--- config.mk ---
export PLATFORM = sky130hd
export DESIGN_NAME = message_splitter
export DESIGN_NICKNAME = d
export VERILOG_FILES = /design/src/rtl/message_splitter.sv
export SDC_FILE = /design/constraint.sdc
export NUM_CORES = 1
export LEC_CHECK = 0
export BUFFER_PORTS_ARGS = -buffer_cell sky130_fd_sc_hd__clkbuf_2
export CAP_MARGIN = 20
export CORE_AREA = 3 3 229 231
export DETAILED_ROUTE_END_ITERATION = 10
export DIE_AREA = 0 0 232 234
export MAX_ROUTING_LAYER = met4
export PLACE_DENSITY = 0.72
export SETUP_SLACK_MARGIN = 0.3
export SYNTH_ARGS = -nofsm -noshare
export SYNTH_HDL_FRONTEND = slang
export SYNTH_SLANG_ARGS = --single-unit
export TNS_END_PERCENT = 1
--- constraint.sdc ---
create_clock -name clk -period 18.54 [get_ports clk]
set_clock_uncertainty 0.2 [all_clocks]
set_input_delay 0.927 -clock clk [delete_from_list [all_inputs] [get_ports clk]]
set_output_delay 0.927 -clock clk [all_outputs]
set_load 0.005 [all_outputs]
--- src/rtl/message_splitter.sv ---
// rtl/message_splitter.sv - emits a MSG_BITS message as 32-bit a/b word pairs, most significant pair first.
// Optional build macro MESSAGE_SPLITTER_BYTESWAP_EN byte-reverses a and b for a little-endian host.
module message_splitter #(
  parameter  int MSG_BITS = 512,
  localparam int PAIRS    = MSG_BITS / 64,
  localparam int IDX_W    = $clog2(PAIRS)
) (
  input  logic                clk,
  input  logic                reset,
  input  logic                load,
  input  logic [MSG_BITS-1:0] message,
  input  logic                next,
  output logic [31:0]         a,
  output logic [31:0]         b,
  output logic                valid,
  output logic [IDX_W-1:0]    index,
  output logic                done
);

  typedef enum logic {
    S_IDLE,
    S_SEND
  } state_t;

  state_t              r_state;
  state_t              w_state_next;
  logic [MSG_BITS-1:0] r_shift;
  logic [IDX_W-1:0]    r_cnt;
  logic [31:0]         r_a;
  logic [31:0]         r_b;
  logic                r_valid;
  logic                r_done;
  logic                w_advance;
  logic                w_last;

  function automatic logic [31:0] host_word(input logic [31:0] w);
`ifdef MESSAGE_SPLITTER_BYTESWAP_EN
    return {w[7:0], w[15:8], w[23:16], w[31:24]};
`else
    return w;
`endif
  endfunction

  always_ff @(posedge clk or posedge reset) begin
    if (reset) begin
      r_state <= S_IDLE;
    end else begin
      r_state <= w_state_next;
    end
  end

  // Load wins over next; the old message is dropped without a done pulse.
  always_comb begin
    w_state_next = r_state;
    w_advance    = 1'b0;
    w_last       = 1'b0;
    if (load) begin
      w_state_next = S_SEND;
    end else if (r_state == S_SEND && next) begin
      if (r_cnt == IDX_W'(PAIRS - 1)) begin
        w_state_next = S_IDLE;
        w_last       = 1'b1;
      end else begin
        w_advance = 1'b1;
      end
    end
  end

  // The current pair always sits at the top of r_shift; a/b are registered copies.
  always_ff @(posedge clk or posedge reset) begin
    if (reset) begin
      r_shift <= '0;
      r_cnt   <= '0;
      r_a     <= '0;
      r_b     <= '0;
      r_valid <= 1'b0;
      r_done  <= 1'b0;
    end else begin
      r_done <= w_last;
      if (load) begin
        r_shift <= message;
        r_cnt   <= '0;
        r_a     <= host_word(message[MSG_BITS-1 -: 32]);
        r_b     <= host_word(message[MSG_BITS-33 -: 32]);
        r_valid <= 1'b1;
      end else if (w_advance) begin
        r_shift <= r_shift << 64;
        r_cnt   <= r_cnt + IDX_W'(1);
        r_a     <= host_word(r_shift[MSG_BITS-65 -: 32]);
        r_b     <= host_word(r_shift[MSG_BITS-97 -: 32]);
      end else if (w_last) begin
        r_valid <= 1'b0;
      end
    end
  end

  assign a     = r_a;
  assign b     = r_b;
  assign valid = r_valid;
  assign index = r_cnt;
  assign done  = r_done;

endmodule

Yosys cells after proc, flatten, opt, wreduce, memory -nomap -nowiden --
Index checks and enable logic that the tools add are counted.
Storage, ports and cells: flip-flop bits (word level) 518, input port bits 516
Cells by class: add/sub/neg operators 1, eq/ne operators 2, mux-type cells 20, reductions and logical operators 7
Operator list (number):
- 448-bit 2-to-1 mux | 2
- 32-bit 2-to-1 mux | 4
- 1-bit 2-to-1 mux | 12
- 2-bit nonzero test | 4
- 3-bit 2-to-1 mux | 2
- 2-bit AND reduction | 2
- 3-bit by 1-bit adder with 3-bit output, second input constant | 1
- 3-bit == test, second input constant | 1
- 2-bit inequality test, second input constant | 1
- 1-bit logical AND | 1

Depth between registers and ports, before layout --
Gate-level depths: netlist (run 1).
depth after elaboration 7, gate-level depth with buffers 8

Worst setup path before layout (run 1) --
No wires, ideal clock.
path type input to register, start input port next, end register r_shift[168], arrival time 1.717 ns, required time 18.218 ns, path slack 16.501 ns, stages 6, path through and3b_1 -> buf_4 -> buf_6 -> buf_4 -> a21oi_1 -> a21oi_1
Between the ends: word-level cells in the longest chain between the ends 4
Ends and longest elaborated chain:
- from (decl) | RTL line 12 | input logic next,
- 1-bit logical AND | RTL line 59 | end else if (r_state == S_SEND && next) begin
- 1-bit 2-to-1 mux | RTL line 59
- 1-bit 2-to-1 mux | RTL line 57 | if (load) begin
- 2-bit nonzero test (no line)
- to (signal assigned) | RTL line 81 | r_shift <= message;
- to (signal assigned) | RTL line 87 | r_shift <= r_shift << 64;
- to (decl) | RTL line 27 | logic [MSG_BITS-1:0] r_shift;
Every way passes these cells. A chain may end at the register's enable or synchronous reset.

Worst setup path after layout (run 1) --
start register r_cnt[0], in the netlist index[0], end register r_shift[419]
Between the ends: word-level cells in the longest chain between the ends 5
Ends and longest elaborated chain:
- from (decl) | RTL line 28 | logic [IDX_W-1:0] r_cnt;
- from (signal assigned) | RTL line 88 | r_cnt <= r_cnt + IDX_W'(1);
- 3-bit == test | RTL line 60 | if (r_cnt == IDX_W'(PAIRS - 1)) begin
- 1-bit 2-to-1 mux | RTL line 60
- 1-bit 2-to-1 mux | RTL line 59
- 1-bit 2-to-1 mux | RTL line 57
- 2-bit nonzero test (no line)
Every way passes these cells.

==> results.md, run 1 <==
* Setup violations, final at 0
* CTS resizes at 0
* Worst path slowest cell: buf_4
* CTS max path bufs at 3
* Drt drc at 0
* Worst r2r path cells at 7
* PD cells at ~97 nW/µm²
* Switching Share at between 20 and 30%
* Routed WL at ~72000 µm
* Final Cycle Share at between 20% and 30%
* Clk slew on worst S/H paths at around 0.060 ns
* Critical path's top delay family: buffers and inverters
* Nets@finish at ~3700
* Share of cells above drive strength 1 at 21.4%
* Min Tclk post-route at 4.68 ns
* Row count at 82
* RSZ-0062 raised after global routing: false
* Avg WL per Cell at around 18 µm
* Fin. max-slew vios at 0
* Commonest cells after routing, fill and taps aside: a21oi_1 (898), clkbuf_2 (583), nand2_1 (580), dfrtp_1 (518), nor2b_1 (448)
* Share of synthesized area occupied by flip-flops and latches at a little over half
* Pre-CTS setup slack at approximately 14 ns
* Critical path capture point type: flip-flop
* Final Hold Violating Endpoints at 0
* Combinational power share at around an eighth
* Ports at 585
* Ys Warns at 0
* CTS HTree Levels at 2
* Largest net degree at the start of global routing at roughly 270
* Crit Path Category: flip-flop to flip-flop
* Slew @ Worst Pin at approximately 1.1 ns
* Syn nets at about 3300
* Critical path buffers and inverters at 2
* R2R Setup Slk at around 14 ns
* DR iter-0 viols at between 2000 and 2500
* Critical Path Fanout Max at between 100 and 150
* Fmax at around 0.21 GHz
* Startpoint Class: flip-flop
* Die X at 232 µm
* Post-synth top area share at 53.7%
* Crit path DAT at ~5.0 ns
* DP Wirelength at ~49000 µm
* Sequential power share at a little under half
* Internal power at about 0.0021 W
* DR vias/cell at 5.29
* Net switching power at just over 0.0007 W
* CP peak stage delay at between 0.9 and 1 ns
* CTS tree: done
* Max-slew headroom at 26.1%
* First-pass GRT wire length at approximately 110000 µm
* 1st-pass router iterations at 7
* CTS Root Cell: clkbuf_16
* RR Startpoint: index[0]
* Number of global-route vias before repair at around 20000
* Status: finished clean
* Mapped Cells at approximately 2700
* Yosys reg bits at 518
* Die ar. at between 50000 and 60000 µm²
* Main area contributors after synthesis: dfrtp_1 (54%), a21oi_1 (19%), nor2b_1 (12%)
* Worst vdd ir at approximately 82 µV
* Remaining Overflow, GRT at 0
* Antenna Nets Post-Route at 0
* Mapped Area at 24100 µm²
* WP data required at around 19 ns
* FF-to-FF End: r_shift[419]
* Hold-fix buffers at CTS at 0
* Height of the chip at 234 µm
* Crit path cell chain: ha_1 > ha_1 > and3b_4 > buf_4 > buf_4 > a21oi_1 > a21oi_1
* Synth Area per Inst at ~9 µm²
* Initial core utilization at between 40% and 50%
* # Max-Cap Violations at 0
* Clock Latency Late Sink at about 0.58 ns
* Core Area at roughly 50000 µm²
* Overall routing resource usage at a little over a quarter
* Setup WS post-layout at roughly 14 ns
* Largest area contributor in the netlist: dfrtp_1
* Sum Neg Setup Slack at 0 ns
* Initial antenna violation count at 18
* Most common cell after layout, fill and taps aside: a21oi_1
* Vias at slightly above 20000
* Clk pwr share at between 30% and 40%
* Postcts setup bufs at 0
* Inserted Clock Buffers at 55
* Gpl congestion at approximately 0.91
* Post-synth cell types at 16
* Port Buffers at about 580
* Clock sink count at roughly 520
* Fin cells at slightly below 4000
* Hold crit path type: primary input to asynchronous set/reset pin
* Area added between synthesis and finish at 19.1%
* Cell leakage power at 13.2 nW
* Placed insts at about 3800
through the flow:
stage	hold slack [ns]	utilization [%]	instance area [µm²]	total power, W
after global placement	0.281	53.3	26800	0.00168
after global routing	0.318	57.1	28700	0.00292
after CTS	0.281	57.0	28700	0.00281
after detailed placement	0.296	53.3	26800	0.00169
final	0.249	57.2	28700	0.00279
after floorplan	0.283	-	24100	0.00155
power groups by stage:
| stage | combinational, W | clock, W | sequential [W] |
|---|---|---|---|
| floorplan | 0.000237 | 0 | 0.00131 |
| global placement | 0.000347 | 0 | 0.00133 |
| detailed placement | 0.000355 | 0 | 0.00133 |
| CTS | 0.000358 | 0.00114 | 0.00131 |
| global route | 0.000406 | 0.00118 | 0.00133 |
| finish | 0.000358 | 0.00111 | 0.00132 |
final cells by class:
| class | count | area (µm²) |
|---|---|---|
| diodes | 24 | 60.1 |
| well taps | 672 | 841 |
| multi-input cells | 2001 | 9880 |
| flip-flops and latches | 518 | 13000 |
| clock buffers | 87 | 1670 |
| fillers | 4559 | 21500 |
| repair buffers | 604 | 3140 |
| inverters | 1 | 11.3 |
| clock inverters | 14 | 176 |
registers in the layout, summed over array words and instances, names as in the netlist:
signal,count
r_shift,448
b,32
r_state,1
valid,1
index,3
a,32
done,1
synth_stat cells, drive strengths merged:
| cell type | n |
|---|---|
| inv | 1 |
| xnor2 | 1 |
| a21oi | 898 |
| and4b | 1 |
| nor2b | 448 |
| nand3b | 1 |
| dfrtp | 518 |
| nor2 | 5 |
| o21ai | 64 |
| buf | 158 |
| clkbuf | 63 |
| and3b | 1 |
| nand2 | 580 |
| ha | 2 |
worst register-to-register path, stage by stage (launching register included):
cell     delay, ns
dfrtp_1       0.41
ha_1          0.26
ha_1          0.25
and3b_4       0.94
buf_4         0.92
buf_4         1.06
a21oi_1       0.34
a21oi_1       0.21
logic make-up after synthesis:
family,synth area share (%)
AND/OR/NAND/NOR,20.8
flip-flops,53.7
XOR/XNOR,0.0363
AO/OA/AOI/OAI,20.0
buffers and inverters,5.37
adder cells (fa/ha/maj),0.104
routing by layer:
| metal | share of wire (%) | vias to the layer above | track usage [%] |
|---|---|---|---|
| met3 | 6.0 | 128 | 3.63 |
| met2 | 45 | 716 | 37.0 |
| met1 | 46 | 9896 | 38.3 |
| met4 | 3.0 | 0 | 10.5 |
| met5 | 0 | - | - |
| li1 | - | 10014 | - |
worst max path at each step:
| stage | start | end | slack [ns] | cells past startpoint |
|---|---|---|---|---|
| 4_1_cts | index[0] | r_shift[419] | 13.89 | 7 |
| 5_1_grt | index[0] | r_shift[419] | 13.59 | 7 |
| 6_report | index[0] | r_shift[419] | 13.86 | 7 |
| 3_5_place_dp | load | b[9] | 13.70 | 6 |
| 3_3_place_gp | load | r_shift[327] | 13.77 | 6 |
| 2_1_floorplan | reset | a[0] | 2.94 | 1 |
No activity file was read; power rests on OpenSTA's default activity.
==> inputs of run 2 (changes only) <==
--- a/config.mk
+++ b/config.mk
@@ -7,11 +7,12 @@
 export LEC_CHECK = 0
 export BUFFER_PORTS_ARGS = -buffer_cell sky130_fd_sc_hd__clkbuf_2
 export CAP_MARGIN = 20
-export CORE_AREA = 3 3 229 231
+export CORE_ASPECT_RATIO = 0.9
+export CORE_MARGIN = 3
+export CORE_UTILIZATION = 49
 export DETAILED_ROUTE_END_ITERATION = 10
-export DIE_AREA = 0 0 232 234
 export MAX_ROUTING_LAYER = met4
-export PLACE_DENSITY = 0.72
+export PLACE_DENSITY = 0.77
 export SETUP_SLACK_MARGIN = 0.3
 export SYNTH_ARGS = -nofsm -noshare
 export SYNTH_HDL_FRONTEND = slang
==> constraint.sdc (replaced) <==
create_clock -name clk -period 3.8 [get_ports clk]
set_clock_uncertainty 0.2 [all_clocks]
set_input_delay 0.19 -clock clk [delete_from_list [all_inputs] [get_ports clk]]
set_output_delay 0.19 -clock clk [all_outputs]
set_load 0.005 [all_outputs]
==> run 2 against run 1 <==
  * Maximum frequency up 71%
  * Register-to-register slack got worse by 13 ns
  * First-iteration DRC count is 63% higher
  * Global-route usage increased by 11 points
  * Critical path type unchanged
  * Largest cell class unchanged
==> results.md, run 2 (synthesized netlist as in run 1, its figures left out) <==
* Setup WS post-layout at 1.06 ns (-12.80 ns)
* Critical path's top delay family: buffers and inverters
* Crit Path Category: flip-flop to flip-flop
* Critical path capture point type: flip-flop
* Clock sink count at 518 (unchanged)
* Most common cell after layout, fill and taps aside: a21oi_1
* Hold crit path type: primary input to flip-flop
* Postcts setup bufs at 0 (unchanged)
* Met2 usage at 54.6% (+18 points)
* Die ar. at 52000 µm² (-4.3%)
* Initial core utilization at 50.0% (+2.0 points)
* Status: finished clean
* Final Cycle Share at 72.0% (+47 points)
* Largest net degree at the start of global routing at 182 (-34%)
* Tightest hold margin at 0.0383 ns (-0.211 ns)
* Gpl congestion at 0.891 (-2.2%)
* # Max-Cap Violations at 0 (unchanged)
* Hold path depth at 3
* Slew @ Worst Pin at 1.11 ns (-0.00287 ns)
* Routed WL at 96800 µm (+35%)
* Top Usage Layer GRT: met2
* Min Tclk post-route at 2.74 ns (-1.94 ns)
* Fmax at 0.365 GHz (+71%)
* Antenna Nets Post-Route at 0 (unchanged)
* Crit path launch: index[0]
* Initial antenna violation count at 23 (+5)
* WP data required at 4.10 ns (-14.75 ns)
* Clock Latency Late Sink at 0.58 ns (about the same)
* Vias at 25886 (+25%)
* RR Startpoint: index[0]
* Port Buffers at 584 (unchanged)
* Worst path slowest cell: and3b_4
* 1st-pass router iterations at 6 (-1)
* PD cells at 421 nW/µm² (+330%)
* Setup violations, final at 0 (unchanged)
* Fill cells at 3054 (-33%)
* Final Core Density at 70.9% (+14 points)
* Sum Neg Setup Slack at 0 ns (unchanged)
* Worst path depth at 7 (unchanged)
* Number of flip-flops under the largest register name at 448 (unchanged)
* Inserted Clock Buffers at 53 (-3.6%)
* Nets@finish at 4245 (+15%)
* Final Power at 0.0144 W (+420%)
* Critical path buffers and inverters at 2 (unchanged)
* DR iter-0 viols at 3471 (+63%)
* Height of the chip at 217 µm (-7.5%)
* Clk slew on worst S/H paths at 0.06 ns (about the same)
* Die X at 240 µm (+3.4%)
* Ports at 585 (unchanged)
* CTS Root Cell: clkbuf_16
* Crit path DAT at 3.04 ns (-1.94 ns)
* Cell leakage power at 15.5 nW (+18%)
* Commonest cells after routing, fill and taps aside: a21oi_1 (898), clkbuf_2 (583), nand2_1 (580), dfrtp_1 (518), dlygate4sd3_1 (514)
* CTS max path bufs at 3 (unchanged)
* Core Area at 48300 µm² (-3.9%)
* HP Start: load
* R2R Setup Slk at 1.06 ns (-12.80 ns)
* Fin. max-slew vios at 0 (unchanged)
* Worst vdd ir at 381 µV (+370%)
* DP Wirelength at 51000 µm (+3.4%)
* Overall routing resource usage at 37.2% (+11 points)
* Drt drc at 0 (unchanged)
* Worst r2r path cells at 7 (unchanged)
* CTS HTree Levels at 2 (unchanged)
* Critical Path Fanout Max at 71 (-33%)
* CP peak stage delay at 0.48 ns (-0.50 ns)
* Remaining Overflow, GRT at 0 (unchanged)
* Largest Register: r_shift
* Crit path cell chain: ha_1 > ha_1 > and3b_4 > buf_12 > buf_4 > a21oi_1 > a21oi_1
* Final Hold Violating Endpoints at 0 (unchanged)
* GR Layer Usage met3 at 9.84% (+6.2 points)
* Number of global-route vias before repair at 26127 (+32%)
* First-pass GRT wire length at 147000 µm (+34%)
* Pre-CTS setup slack at 1.22 ns (-12.48 ns)
* CTS tree: done
* CTS resizes at 0 (unchanged)
* RSZ-0062 raised after global routing: false
* Row count at 76 (-7.3%)
* Share of cells above drive strength 1 at 19.1% (-2.3 points)
* Grt met1 use at 46.5% (+8.2 points)
* Avg WL per Cell at 21.9 µm (+20%)
* Area added between synthesis and finish at 42.0%
* DR vias/cell at 5.86 (+11%)
* Startpoint Class: flip-flop
* Max-slew headroom at 26.3% (+0.19 points)
run 2: cell types whose count changed in the layout (fill, tap and decap cells not counted):
cell	before	now
buf_12	3	24
buf_16	1	0
buf_4	16	30
bufinv_16	4	6
clkbuf_1	17	16
clkbuf_16	57	53
clkbuf_8	13	12
clkinv_2	8	5
clkinv_4	1	0
diode_2	24	28
dlygate4sd3_1	0	514
inv_6	0	2
inv_8	1	0
run 2: final cells by class:
type                       count  area (µm²)  share of cell area [%]
tap                          624         781                    2.28
sequential                   518       13000                    37.8
clock inverter                13         223                   0.650
timing repair buffer        1152        8780                    25.6
clock buffer                  81        1550                    4.53
inverter                       1        7.51                  0.0219
antenna                       28        70.1                   0.205
multi-input combinational   2001        9880                    28.8
run 2: metal layers:
layer | part of all wire (%) | up-vias
li1 | - | 11102
met1 | 38 | 12121
met2 | 44 | 2044
met3 | 11 | 619
met4 | 7.1 | 0
met5 | 0 | -
run 2: through the flow:
step / std cells / area [µm²]
floorplan: 2741 / 24100
global placement: 3782 / 27300
detailed placement: 3782 / 27300
CTS: 4390 / 34200
global route: 4414 / 34200
finish: 4418 / 34300
run 2: worst paths after layout:
check	end
worst max register to register	a[13]
max in group asynchronous	r_shift[84]
worst min register to register	r_shift[193]
worst min-delay path	r_shift[39]
min in group asynchronous	a[20]
worst max-delay path	a[13]
run 2: worst reg2reg max path: cells and delay by family, from the launching register on:
| kind | cells | cell delay (ns) |
|---|---|---|
| adder cells (fa/ha/maj) | 2 | 0.43 |
| AO/OA/AOI/OAI | 2 | 0.37 |
| flip-flops | 1 | 0.42 |
| AND/OR/NAND/NOR | 1 | 0.48 |
| buffers and inverters | 2 | 0.77 |
run 2: timing repair:
| item | 4_1_cts | 5_1_grt |
|---|---|---|
| setup endpoints to repair | 0 | 0 |
| hold endpoints to repair | 650 | 0 |
| hold buffers | 514 | 0 |
run 2: where the power goes:
part	leakage (nW)	switching [W]	internal (W)	total (W)
clock network	0.872	0.00228	0.00321	0.00549
registers	5.99	0.000433	0.00607	0.00650
logic	8.68	0.00131	0.00113	0.00244
